[src/rtl/serial_rx_controller.sv]
// serial_rx_controller: control FSM for the serial port-routing datapath
// Hunts for a start bit on SerIn, sequences shifting of a 2-bit port and a
// 4-bit length, loads the payload down-counter and holds routing open for N bits.
// Ports:
//   clk, rst (async, active-low)         clock and reset
//   Clk_EN, SerIn                        bit strobe and serial data
//   co1, co2, co_D                       datapath carry-outs
//   sh_en, cnt_1, sh_en_D, cnt_2,        datapath enables
//   ldcntD, cnt_D
//   tx_active, busy, done                status
module serial_rx_controller #(
    parameter logic START_BIT = 1'b0
) (
    input  logic clk,
    input  logic rst,
    input  logic Clk_EN,
    input  logic SerIn,
    input  logic co1,
    input  logic co2,
    input  logic co_D,
    output logic sh_en,
    output logic cnt_1,
    output logic sh_en_D,
    output logic cnt_2,
    output logic ldcntD,
    output logic cnt_D,
    output logic tx_active,
    output logic busy,
    output logic done
);
    typedef enum logic [2:0] {
        IDLE = 3'd0,
        PORT = 3'd1,
        LEN  = 3'd2,
        LOAD = 3'd3,
        XFER = 3'd4
    } state_t;

    state_t state, nxt;

    always_comb begin
        nxt = IDLE;
        case (state)
            IDLE:    nxt = (Clk_EN && SerIn == START_BIT) ? PORT : IDLE;
            PORT:    nxt = (Clk_EN && co1) ? LEN : PORT;
            LEN:     nxt = (Clk_EN && co2) ? LOAD : LEN;
            LOAD:    nxt = Clk_EN ? XFER : LOAD;
            XFER:    nxt = co_D ? IDLE : XFER;
            default: nxt = IDLE;
        endcase
    end

    // Outputs are registered from the next state, so they equal a decode of
    // the current state without any combinational path to the pins.
    always_ff @(posedge clk or negedge rst) begin
        if (!rst) begin
            state     <= IDLE;
            sh_en     <= 1'b0;
            cnt_1     <= 1'b0;
            sh_en_D   <= 1'b0;
            cnt_2     <= 1'b0;
            ldcntD    <= 1'b0;
            cnt_D     <= 1'b0;
            tx_active <= 1'b0;
            busy      <= 1'b0;
            done      <= 1'b0;
        end else begin
            state     <= nxt;
            sh_en     <= nxt == PORT;
            cnt_1     <= nxt == PORT;
            sh_en_D   <= nxt == LEN;
            cnt_2     <= nxt == LEN;
            ldcntD    <= nxt == LOAD;
            cnt_D     <= nxt == XFER;
            tx_active <= nxt == XFER;
            busy      <= nxt != IDLE;
            done      <= state == XFER && co_D;
        end
    end
endmodule

[config.mk]
export PLATFORM = sky130hd
export DESIGN_NAME = serial_rx_controller
export DESIGN_NICKNAME = d
export VERILOG_FILES = /design/src/rtl/serial_rx_controller.sv
export SDC_FILE = /design/constraint.sdc
export NUM_CORES = 1
export LEC_CHECK = 0
export ABC_AREA = 1
export BUFFER_PORTS_ARGS = -buffer_cell sky130_fd_sc_hd__buf_2
export CAP_MARGIN = 20
export CORE_AREA = 2 2 39 41
export CTS_BUF_LIST = sky130_fd_sc_hd__clkbuf_8
export DETAILED_ROUTE_END_ITERATION = 10
export DIE_AREA = 0 0 41 43
export PLACE_DENSITY = 0.63
export SLEW_MARGIN = 20
export SYNTH_ARGS = -nofsm -noshare
export SYNTH_HDL_FRONTEND = slang
export SYNTH_SLANG_ARGS = --single-unit
[constraint.sdc]
create_clock -name clk -period 2.6 [get_ports clk]
set_clock_uncertainty 0.1 [all_clocks]
set_input_delay 0.39 -clock clk [delete_from_list [all_inputs] [get_ports clk]]
set_output_delay 0.39 -clock clk [all_outputs]
set_load 0.01 [all_outputs]
## After elaboration in Yosys (flattened, before gate mapping)

Index checks and enable logic that the tools add are counted.

| word-level totals | value |
|---|---|
| word-level logic and storage cells | 28 |
| register bits | 9 |
| output and inout bits | 9 |
| input bits | 7 |

| operators by class | value |
|---|---|
| muxes and demuxes | 6 |
| equal/unequal tests | 8 |
| bitwise operators | 1 |
| reductions and logical operators | 6 |

Operator list:

| operator | number |
|---|---|
| $pmux 3 s5 | 1 |
| $eq 3x2->1 const B | 4 |
| $eq 3x1->1 const B | 2 |
| $eq 3x3->1 const B | 2 |
| $mux 3 | 2 |
| $logic_and 1x1->1 | 4 |
| $logic_not 3->1 | 1 |
| $reduce_bool 3->1 | 1 |
| $mux 1 | 2 |
| $mux 2 | 1 |
| $not 1->1 | 1 |

## Depth between registers and ports, before layout

Gate-level depths: netlist of run 1.

| logic depth | value |
|---|---|
| word-level depth | 5 |
| depth in mapped cells | 8 |
| depth with buffers taken out | 8 |

## Least setup slack after synthesis of run 1

Ideal clock, no wire load.

| path | value |
|---|---|
| kind | reg2reg |
| start | register state[1] |
| end | register ldcntD |
| arrival time | 0.843 ns |
| slack | 1.544 ns |
| cell stages (with the launch flop) | 9 |
| period minus slack after synthesis | 1.056 ns |
| cells stage by stage | dfrtp_1 -> inv_2 -> nand2_1 -> o21ai_2 -> inv_1 -> nand2_1 -> nand2_2 -> nand2_1 -> inv_1 |

| between the ends | value |
|---|---|
| word-level cells in the longest chain between the ends | 3 |
| elaborated cells on any way between the ends | 7 |
| those cells by class | eq/ne (5); mux (1); reduce/logical (1) |

RTL lines:

| item | line | source |
|---|---|---|
| start, declared | 39 | `state_t state, nxt;` |
| start signal, assigned | 68 | `state <= nxt;` |
| $eq 3x3->1 (tied with other cells) | 43 | `case (state)` |
| $pmux 3 s5 * | 43 |  |
| net nxt[0] | 39 |  |
| $eq 3x2->1 * | 73 | `ldcntD <= nxt == LOAD;` |
| end signal, assigned | 62 | `ldcntD <= 1'b0;` |
| end signal, assigned | 73 |  |
| end, declared | 25 | `output logic ldcntD,` |

The timed path passes the listed nets; every way through them passes the cells marked *.

==> results, run 1 <==
- The start-to-end type of the worst setup path is reg -> out.
- The most common cell after layout, fill and taps aside is sky130_fd_sc_hd__buf_2.
- The number of endpoints with negative hold slack in the final report is 0.
- The starting density of the core is 30.9%.
- The post-synthesis cell area is 428 um2.
- The placer congestion estimate is 0.741.
- Averaged over all synthesized cells, the footprint is 8.56 um2.
- Counting distinct cell types in the post-synthesis netlist gives 13.
- The worst hold path passes through 2 cells.
- Summed over its instances, the top area cell type makes up 52.6% of the synthesized netlist area.
- The sum of overflow across all layers after global routing is 0.
- The share of total power dissipated in combinational logic is 37.6%.
- The worst path needs 1220 ps of the cycle, external delays included.
- The number of cells produced by synthesis is 50.
- The number of buffers added for setup after CTS is 0.
- The share of final-layout standard cells stronger than drive strength 1 is 41.8%.
- Leaving out fill and tap cells, the most frequent cells in the layout are 15 x sky130_fd_sc_hd__buf_2, 9 x sky130_fd_sc_hd__dfrtp_1, 8 x sky130_fd_sc_hd__inv_1, 8 x sky130_fd_sc_hd__nand2_1, 6 x sky130_fd_sc_hd__nor2_1.
- The first global-routing pass estimated 1080 um of wire.
- The logic depth of the worst path, buffers included is 1.
- Detailed placement ended at an HPWL of 555 um.
- For this design the ratio of total power to cell area is 1050 nW/um2.
- The longest individual stage delay on the worst path is 370 ps.
- Summed over all failing endpoints, the final setup total negative slack is 0 ps.
- The number of nets in the synthesized netlist is 57.
- The slowest cell on the critical path is sky130_fd_sc_hd__dfrtp_1.
- Setup repair after global routing left no endpoint under its margin.
- The diode insertion count for antenna repair is 0.
- The max-cap check violation count is 0.
- After synthesis, the cell types taking the most area are sky130_fd_sc_hd__dfrtp_1 53%, sky130_fd_sc_hd__nand2_1 7.0%, sky130_fd_sc_hd__inv_1 6.1%, sky130_fd_sc_hd__buf_4 5.3%, sky130_fd_sc_hd__nor2_1 5.3%.
- The total internal power is 0.373 mW.
- The switching power is 0.211 mW.
- The number of standard-cell rows in the floorplan is 14.
- The smallest hold slack is 280 ps.
- The final route contains 351 vias.
- CTS built an H-tree with a depth of 1.
- Traced cell by cell, the critical path runs through buf_2.
- The total wirelength of the detailed-routed design is 682 um.
- The transition time of the tightest slew-check pin is 208 ps.
- The I/O pin count is 16.
- Along the worst path, the maximum fanout reaches 2.
- The tightest min-delay check is of the in -> reg type.
- The CTS clock-pin slew for the worst setup and hold paths is 40 ps.
- Net switching is 36.1% of the power.
- Together, buffers and inverters on the worst path number 1.
- The first routing iteration left 8 violations.
- The portion of total power attributed to the clock network is 26.3%.
- Measured along the y axis, the die boundary spans 43 um.
- In the global route stage, overall resource usage came out at 9.85%.
- The critical path's top delay family is flip-flops.
- The count of nets after finishing is 75.
- Relative to the synthesized area, the layout overhead comes to 29.8%.
- The flow ran to the end, and the final reports show no timing, DRC or antenna violations.
- The post-route clock period utilization is 47.0%.
- The Yosys step of the flow raised 0 warnings.
- Headroom to the max-slew limit came out at 86.1%.
- The worst setup path is launched from a flip-flop.
- The number of cells on the worst reg-to-reg path is 6.
- The via count of the first global-routing pass is 292.
- The proportion of power drawn by flip-flops and latches is 36.0%.
- The maximum number of pins on one net before global-route repair is 10.
- The reported leakage power is 0.331 nW.
- The number of clock buffers added by TritonCTS is 3.
- The number of antenna violations at the first check in global routing is 0.
- Data on the critical path is required at its endpoint by 2110 ps.
- The setup-violating endpoint count in the final report is 0.
- The die covers 1760 um2.
- The final number of max-transition violations is 0.
- The post-route antenna net violation count is 0.
- After synthesis, flip-flops and latches occupy 52.6% of the total area.
- The detailed-route DRC error count is 0.
- The post-detailed-route wirelength per cell is 8.22 um.
- The dominant cell type by area after synthesis is sky130_fd_sc_hd__dfrtp_1.
- The clock insertion delay at the later pin of the skew report is 230 ps.
- After synthesis the netlist holds a flip-flop and latch count of 9.
- TritonCTS built the clock tree.
- Across the VDD grid, the largest voltage drop is 0.000349 V.
- CTS placed an instance of sky130_fd_sc_hd__clkbuf_8 at the clock tree root.
- The count of port buffers added during placement is 15.
- The via density per instance is 4.23.
- The arrival time at the worst endpoint is 730 ps.
- The first TritonRoute pass finished after 4 iterations.
- The number of buffers on the longest clock path is 2.
- The core region is 1380 um2.
- CTS saw 9 sinks.
- For this run, the top clock speed supported by timing is 0.818 GHz.
- The die width is 41 um.
- In this run, post-CTS repair resized a total of 0 instances.
- The endpoint class of the critical path is an output port.
## state kept, by name (all words and copies together) (netlist names)
name       flops
busy           1
cnt_1          1
cnt_2          1
done           1
ldcntD         1
state          3
tx_active      1
## Yosys cell counts
cell type                  instances
sky130_fd_sc_hd__buf_4             3
sky130_fd_sc_hd__dfrtp_1           9
sky130_fd_sc_hd__inv_1             7
sky130_fd_sc_hd__inv_2             3
sky130_fd_sc_hd__nand2_1           8
sky130_fd_sc_hd__nand2_2           1
sky130_fd_sc_hd__nand3_1           4
sky130_fd_sc_hd__nand3_2           1
sky130_fd_sc_hd__nor2_1            6
sky130_fd_sc_hd__nor2_2            3
sky130_fd_sc_hd__o211ai_1          1
sky130_fd_sc_hd__o21ai_0           2
sky130_fd_sc_hd__o21ai_2           2
## stage by stage
step	power (mW)	instances	cell area [um2]	worst slack (ps)	utilization, %
4_1_cts	0.590	83	556	1370	40.1
6_report	0.583	83	556	1380	40.1
5_1_grt	0.628	83	556	1340	40.1
2_1_floorplan	0.381	50	428	1540	-
3_5_place_dp	0.434	78	500	1380	36.2
3_3_place_gp	0.430	78	500	1390	36.2
## routing by layer
layer / track usage (%) / up-vias / share of wire [%]
met2: 13.4 / 17 / 46
met5: 0 / - / 0
li1: - / 184 / -
met4: 10.0 / 0 / 2.5
met3: 3.14 / 3 / 7.0
met1: 11.0 / 147 / 44
## area by class of cell
class                           count  area, um2
Fill cell                         143        828
Tap cell                           16       20.0
Sequential cell                     9        225
Inverter                           10       37.5
Clock inverter                      1       3.75
Timing Repair Buffer               16       85.1
Clock buffer                        3       41.3
Multi-Input combinational cell     28        143
## what timing repair did
action                                  4_1_cts  5_1_grt
hold buffers                                  1        0
endpoints found under the setup margin        0        0
hold endpoints to repair                      9        0
## power by group through the flow
stage	Clock [mW]	Sequential, mW	Combinational [mW]
4_1_cts	0.156	0.211	0.223
3_5_place_dp	0	0.212	0.222
3_3_place_gp	0	0.210	0.219
6_report	0.154	0.210	0.220
2_1_floorplan	0	0.227	0.153
5_1_grt	0.161	0.218	0.249
## path summary, 6_finish.rpt
check                                      to  slack (ps)          startpoint
setup / recovery                        sh_en        1380     cnt_1$_DFF_PN0_
hold / removal             state[2]$_DFF_PN0_         280                co_D
setup reg to reg               busy$_DFF_PN0_        1460  state[0]$_DFF_PN0_
hold reg to reg            state[1]$_DFF_PN0_         550  state[1]$_DFF_PN0_
max in group asynchronous      done$_DFF_PN0_        1800                 rst
min in group asynchronous    ldcntD$_DFF_PN0_         430                 rst
## cell families (layout without fill, tap and decap cells)
logic type / Yosys count / in the layout / synth area share, %
buffers and inverters: 13 / 30 / 14.0
DFF: 9 / 9 / 52.6
and+or+nand+nor: 23 / 23 / 25.1
AOI/OAI and AO/OA: 5 / 5 / 8.19
No activity file was read; power rests on OpenSTA's default activity.
==> inputs of run 2 (changes only) <==
Clock period 2.6 ns to 1.25 ns, I/O delays scaled along.
==> results, run 2 (synthesis results as in run 1) <==
- Once the floorplan was initialized, standard cells occupied 30.9% of the core.
- Global routing finished with a remaining overflow of 0.
- Pin placement for this block handled 16 I/O pins.
- The total core area is 1380 um2.
- Derived from the worst setup path, the maximum achievable clock frequency is 0.889 GHz.
- The most frequent cell on the critical path is sky130_fd_sc_hd__nand2_1.
- Compared with the post-synthesis result, the final layout area differs by 29.8%.
- The setup-violating endpoint count in the final report is 0.
- The largest register by flop count is state.
- The smallest setup slack after layout is 125 ps.
- At the pin with the least slew margin, the transition time is 190 ps.
- Leaving out fill and tap cells, the most frequent cell in the layout is sky130_fd_sc_hd__buf_2.
- The count of TritonRoute iterations in the first routing pass is 2.
- Detailed routing inserted a total of 347 vias.
- Across the VDD grid, the largest voltage drop is 0.000953 V.
- The maximum number of pins on one net before global-route repair is 10.
- The detailed-route DRC error count is 0.
- The number of clock buffers inserted by TritonCTS is 3.
- The arrival time at the worst endpoint is 1150 ps.
- After the flow finishes, the layout carries non-filler instances totaling 83.
- For the finished layout, the period the worst path requires is 1130 ps.
- After layout, the design draws a total of 1.21 mW.
- The startpoint kind of the worst setup timing path is a flip-flop.
- The clock insertion delay at the later pin of the skew report is 230 ps.
- On the worst path, the slowest cell contributes a delay of 390 ps.
- The total negative slack for setup checks is 0 ps.
- The flow ran to the end, and the final reports show no timing, DRC or antenna violations.
- On the critical path, the stage with the largest delay is an instance of sky130_fd_sc_hd__dfrtp_1.
- Cells with a size suffix above 1 make up 41.8% of the layout.
- The endpoint class of the critical path is a flip-flop.
- The overall die area is 1760 um2.
- At the worst endpoint, the required time is 1270 ps.
- The floorplan step set the die width to 41 um.
- Using the TritonRoute via totals, the vias-per-cell ratio works out to 4.18.
- In the final routed layout, each cell accounts on average for 7.96 um.
- The signal on the critical path passes through inv_2 -> nand2_1 -> o21ai_2 -> inv_1 -> nand2_1 -> nand2_2 -> nand2_1 -> inv_1.
- Row generation in the floorplan step produced 14 rows.
- Buffers placed on the I/O ports in this run total 15.
- The max-cap check violation count is 0.
- The power density of the placed cells is 2170 nW/um2.
- The library cells used most frequently in the layout, excluding fill and tap cells, are 15 x sky130_fd_sc_hd__buf_2, 9 x sky130_fd_sc_hd__dfrtp_1, 8 x sky130_fd_sc_hd__inv_1, 8 x sky130_fd_sc_hd__nand2_1, 6 x sky130_fd_sc_hd__nor2_1.
- The placer congestion estimate is 0.752.
- The worst path uses 90.0% of the clock period.
- The first routing iteration left 3 violations.
- The number of buffers on the longest clock path is 2.
- The number of flip-flops in the largest register is 3.
- The reported leakage power is 0.331 nW.
- The overall routing resource usage is 9.62%.
- The diode insertion count for antenna repair is 0.
- The normalized max-slew margin is 87.3%.
- The count of nets after finishing is 75.
- The die is 43 um tall.
- The clock root buffer master is sky130_fd_sc_hd__clkbuf_8.
- The worst hold path belongs to the class in -> reg.
- The worst setup slack after placement is 117 ps.
- Clock-pin slew was measured on the worst setup and hold paths at 40 ps.
- The via count of the first global-routing pass is 288.
- The first global-routing pass estimated 1100 um of wire.
- The placed wire-length estimate is 541 um.
- The count of H-tree levels built during CTS is 1.
- After detailed placement, the design holds a cell count of 78.
- The clock net in this run drives a total of 9 sinks.
- Post-CTS repair changed the size of 0 cells.
- The count of nets left with antenna violations once routing finished came out at 0.
- Once layout is complete, the utilization of the core stands at 40.1%.
- For this block, the routed nets add up to 661 um of wire.
- The critical path is of the reg -> reg type.
- The TritonCTS clock tree is built.
- Setup repair after global routing left no endpoint under its margin.
- The peak fanout along the critical path is 6.
- The number of endpoints with negative hold slack in the final report is 0.
- The final number of max-transition violations is 0.
- The number of antenna violations at the first check in global routing is 0.
[run 2: cell counts in the layout (fill, tap and decap cells not counted)]
No cell type changed its count.
[run 2: worst max-delay path: cells and delay by family, from the launching register on]
family	cells	cell delay, ps
AO/OA/AOI/OAI	1	60
buffers and inverters	3	190
flip-flops	1	390
AND/OR/NAND/NOR	4	260
[run 2: where the power goes]
part | internal, mW | switching (mW) | total (mW)
sequential | 0.389 | 0.0439 | 0.433
clock | 0.213 | 0.105 | 0.317
combinational | 0.172 | 0.284 | 0.456
[run 2: metrics by stage]
stage | cell area [um2] | hold WS [ps]
3_5_place_dp | 500 | -57.6
3_3_place_gp | 500 | -59.1
2_1_floorplan | 428 | -208
4_1_cts | 556 | 71.4
6_report | 556 | 72.2
5_1_grt | 556 | 71.4
[run 2: repair_timing]
item,4_1_cts,5_1_grt
setup buffers,0,0
endpoints found under the hold margin,9,0
hold buffers,1,0
[run 2: area by class of cell]
cell class              count  area [um2]
multi-input cells          28         143
inverters                  10        37.5
clock inverters             1        3.75
well taps                  16        20.0
clock buffers               3        41.3
flip-flops and latches      9         225
fillers                   145         828
repair buffers             16        85.1
[run 2: worst paths after layout]
kind	start	endpoint	slack, ps	cells after the start
setup / recovery	state[1]$_DFF_PN0_	ldcntD$_DFF_PN0_	120	8
hold / removal	co_D	state[2]$_DFF_PN0_	70	2
setup reg to reg	state[1]$_DFF_PN0_	ldcntD$_DFF_PN0_	120	8
hold reg to reg	state[0]$_DFF_PN0_	done$_DFF_PN0_	530	3
max in group asynchronous	rst	done$_DFF_PN0_	640	2
min in group asynchronous	rst	state[0]$_DFF_PN0_	240	2
[run 2: metal layers]
metal | global-route usage [%] | share of wire [%] | routed length, um
met5 | 0 | 0 | 0
met4 | 8.00 | 2.1 | 14
met3 | 3.14 | 6.8 | 45
met2 | 14.1 | 46 | 303
met1 | 10.6 | 45 | 297
==> inputs of run 3 (changes only) <==
Settings changed: SETUP_SLACK_MARGIN set to 0.2.
==> results, run 3 (synthesis results as in run 1) <==
- TritonCTS built the clock tree.
- In the detailed route, the total length drawn on met3 is 50 um.
- At the worst endpoint, the arrival time is 1160 ps.
- Setup repair after global routing could not meet its margin everywhere.
- The first-iteration detailed-routing DRC count is 5.
- The smallest clock period supported by the final layout is computed as 1150 ps.
- The worst setup path is of the reg -> reg kind.
- The register with the most flip-flops in the layout has 3 of them.
- The share of final-layout standard cells stronger than drive strength 1 is 47.1%.
- No sink is reached through more buffers than the 2 on the longest clock path.
- The top layer used by detailed routing is met4.
- Fill cells in the final layout number 150.
- The setup-violating endpoint count in the final report is 0.
- The required time of the critical path is 1260 ps.
- From bottom edge to top edge, the die measures 43 um.
- The die covers 1760 um2.
- CTS built an H-tree with a depth of 1.
- The summed area of non-filler cells in the final layout is 582 um2.
- The peak supply drop is 0.000756 V.
- The smallest hold slack is 73.5 ps.
- Summing all flip-flop and latch instances after layout gives 226 um2.
- The worst hold path begins at co_D.
- The via density per instance is 4.37.
- The first TritonRoute pass finished after 4 iterations.
- Max-cap violations in this run came to 0.
- The run finished with clean final reports.
- The kind of path behind the tightest hold check is in -> reg.
- Excluding fillers, the count of instances in the completed layout stands at 84.
- The number of endpoints with negative hold slack in the final report was 0.
- After layout, the worst setup slack is 99.3 ps.
- Wires add up to 794 um.
- The number of clock buffers inserted by TritonCTS is 3.
- Leaving out fill and tap cells, the most frequent cells in the layout are 14 x sky130_fd_sc_hd__buf_2, 8 x sky130_fd_sc_hd__dfrtp_1, 7 x sky130_fd_sc_hd__inv_1, 7 x sky130_fd_sc_hd__nand2_1, 6 x sky130_fd_sc_hd__nor2_1.
- For hold timing, the worst endpoint is state[2]$_DFF_PN0_.
- The worst register-to-register path ends at busy$_DFF_PN0_.
- The reported leakage power is 0.335 nW.
- The endpoint class of the critical path is a flip-flop.
- The detailed-route DRC error count is 0.
- In this run the tool buffered the top-level ports with 15 buffer cells.
- Counting flops per register, the top entry is state.
- The detailed router put a total of 347 um of wire on met1.
- The number of cells on the worst reg-to-reg path is 6.
- The number of antenna violations at the first check in global routing is 0.
- Global routing used 11.9% of the available tracks across all layers.
- The normalized max-slew margin is 86.6%.
- The final number of max-transition violations was 0.
- The peak fanout along the critical path is 5.
- The wire-length estimate of the detail-placed layout is 608 um.
- The transition time of the tightest slew-check pin is 202 ps.
- Along the worst hold path, the cell count comes to 2.
- The final core area utilization is 42.0%.
- The post-route antenna net violation count is 0.
- The worst setup path is launched from a flip-flop.
- The core region is 1380 um2.
- After detailed placement, the design holds a cell count of 78.
- During I/O placement, the number of pins put on the boundary was 16.
- The worst path uses 92.1% of the clock period.
- The setup check on the worst reg-to-reg path leaves a slack of 100 ps.
- Leaving out fill and tap cells, the most frequent cell in the layout is sky130_fd_sc_hd__buf_2.
- After global routing the overflow that remains totals 0.
- The count of vias placed by the detailed router is 367.
- CTS saw 9 sinks.
- The count of nets after finishing is 76.
- The met2 routed wirelength is 382 um.
- The via count of the first global-routing pass is 322.
- For the worst-skew pair, the clock arrives at the later sink with an insertion delay of 230 ps.
- The diode insertion count for antenna repair is 0.
- The worst setup slack after placement is 108 ps.
- The die width is 41 um.
- The area used by multi-input combinational logic is 150 um2.
- The placed instances occupy a cell area of 500 um2.
- The maximum number of pins on one net before global-route repair is 10.
- The completed layout was analyzed and its total power is 1.30 mW.
- Clock tree synthesis selected as its root buffer the cell sky130_fd_sc_hd__clkbuf_8.
- Routability-driven placement finished with a final weighted congestion of 0.685.
- Timing would allow up to 0.869 GHz.
- The post-detailed-route wirelength per cell is 9.45 um.
- The worst reg2reg path startpoint is state[0]$_DFF_PN0_.
- The first global-routing pass estimated 1320 um of wire.
- Dividing total power by cell area gives a power density of 2230 nW/um2.
- The number of standard-cell rows in the floorplan is 14.
- The post-synthesis to final-layout area growth is 36.0%.
- The total negative slack for setup checks is 0 ps.
- The starting density of the core is 30.9%.
- After clock tree synthesis, the clock-pin slew on the worst setup and hold paths is 40 ps.
run 3: cell count changes in the layout (fill, tap and decap cells not counted):
cell,delta
sky130_fd_sc_hd__buf_2,-1
sky130_fd_sc_hd__dfrtp_1,-1
sky130_fd_sc_hd__dfrtp_2,+1
sky130_fd_sc_hd__o21ai_1,+2
sky130_fd_sc_hd__inv_1,-1
sky130_fd_sc_hd__inv_2,+1
sky130_fd_sc_hd__nor2_2,-1
sky130_fd_sc_hd__nand2_2,+1
sky130_fd_sc_hd__nor2_4,+1
sky130_fd_sc_hd__o21ai_0,-2
sky130_fd_sc_hd__buf_6,+2
sky130_fd_sc_hd__nand2_1,-1
run 3: layout make-up:
class / instances / share of cell area [%]
Clock buffer: 3 / 7.10
Clock inverter: 1 / 0.645
Inverter: 10 / 6.45
Multi-Input combinational cell: 28 / 25.8
Sequential cell: 9 / 38.9
Tap cell: 16 / 3.44
Timing Repair Buffer: 17 / 17.6
run 3: metal layers:
layer / up-vias / global-route usage, %
met5: - / 0
met4: 0 / 10.0
met3: 2 / 4.71
met2: 15 / 14.4
met1: 166 / 15.7
li1: 184 / -
run 3: worst max-delay path by stage:
| stage | start | end | slack (ps) | cells after the start |
|---|---|---|---|---|
| floorplan | state[1]$_DFF_PN0_ | ldcntD$_DFF_PN0_ | 190 | 8 |
| global placement | state[1]$_DFF_PN0_ | busy$_DFF_PN0_ | 130 | 6 |
| detailed placement | state[0]$_DFF_PN0_ | busy$_DFF_PN0_ | 110 | 6 |
| CTS | state[1]$_DFF_PN0_ | ldcntD$_DFF_PN0_ | 110 | 8 |
| global route | state[0]$_DFF_PN0_ | busy$_DFF_PN0_ | 10 | 6 |
| finish | state[0]$_DFF_PN0_ | busy$_DFF_PN0_ | 100 | 6 |
run 3: worst max-delay path, cell delays in order (launching register included):
cell,delay (ps)
sky130_fd_sc_hd__dfrtp_1,380
sky130_fd_sc_hd__inv_2,100
sky130_fd_sc_hd__nor2_4,50
sky130_fd_sc_hd__nand3_1,70
sky130_fd_sc_hd__nand3_2,150
sky130_fd_sc_hd__nor2_1,120
sky130_fd_sc_hd__nand2_1,60
run 3: what timing repair did:
| action | 4_1_cts | 5_1_grt |
|---|---|---|
| pin swaps | 3 | 1 |
| gates resized for setup | 3 | 5 |
| endpoints found under the setup margin | 5 | 10 |
| hold buffers | 1 | 0 |
| hold endpoints to repair | 9 | 0 |
| buffers inserted | 1 | 0 |
run 3: power breakdown:
part / internal, mW / total [mW] / switching, mW
logic: 0.224 / 0.533 / 0.310
registers: 0.391 / 0.442 / 0.0515
clock network: 0.213 / 0.324 / 0.110
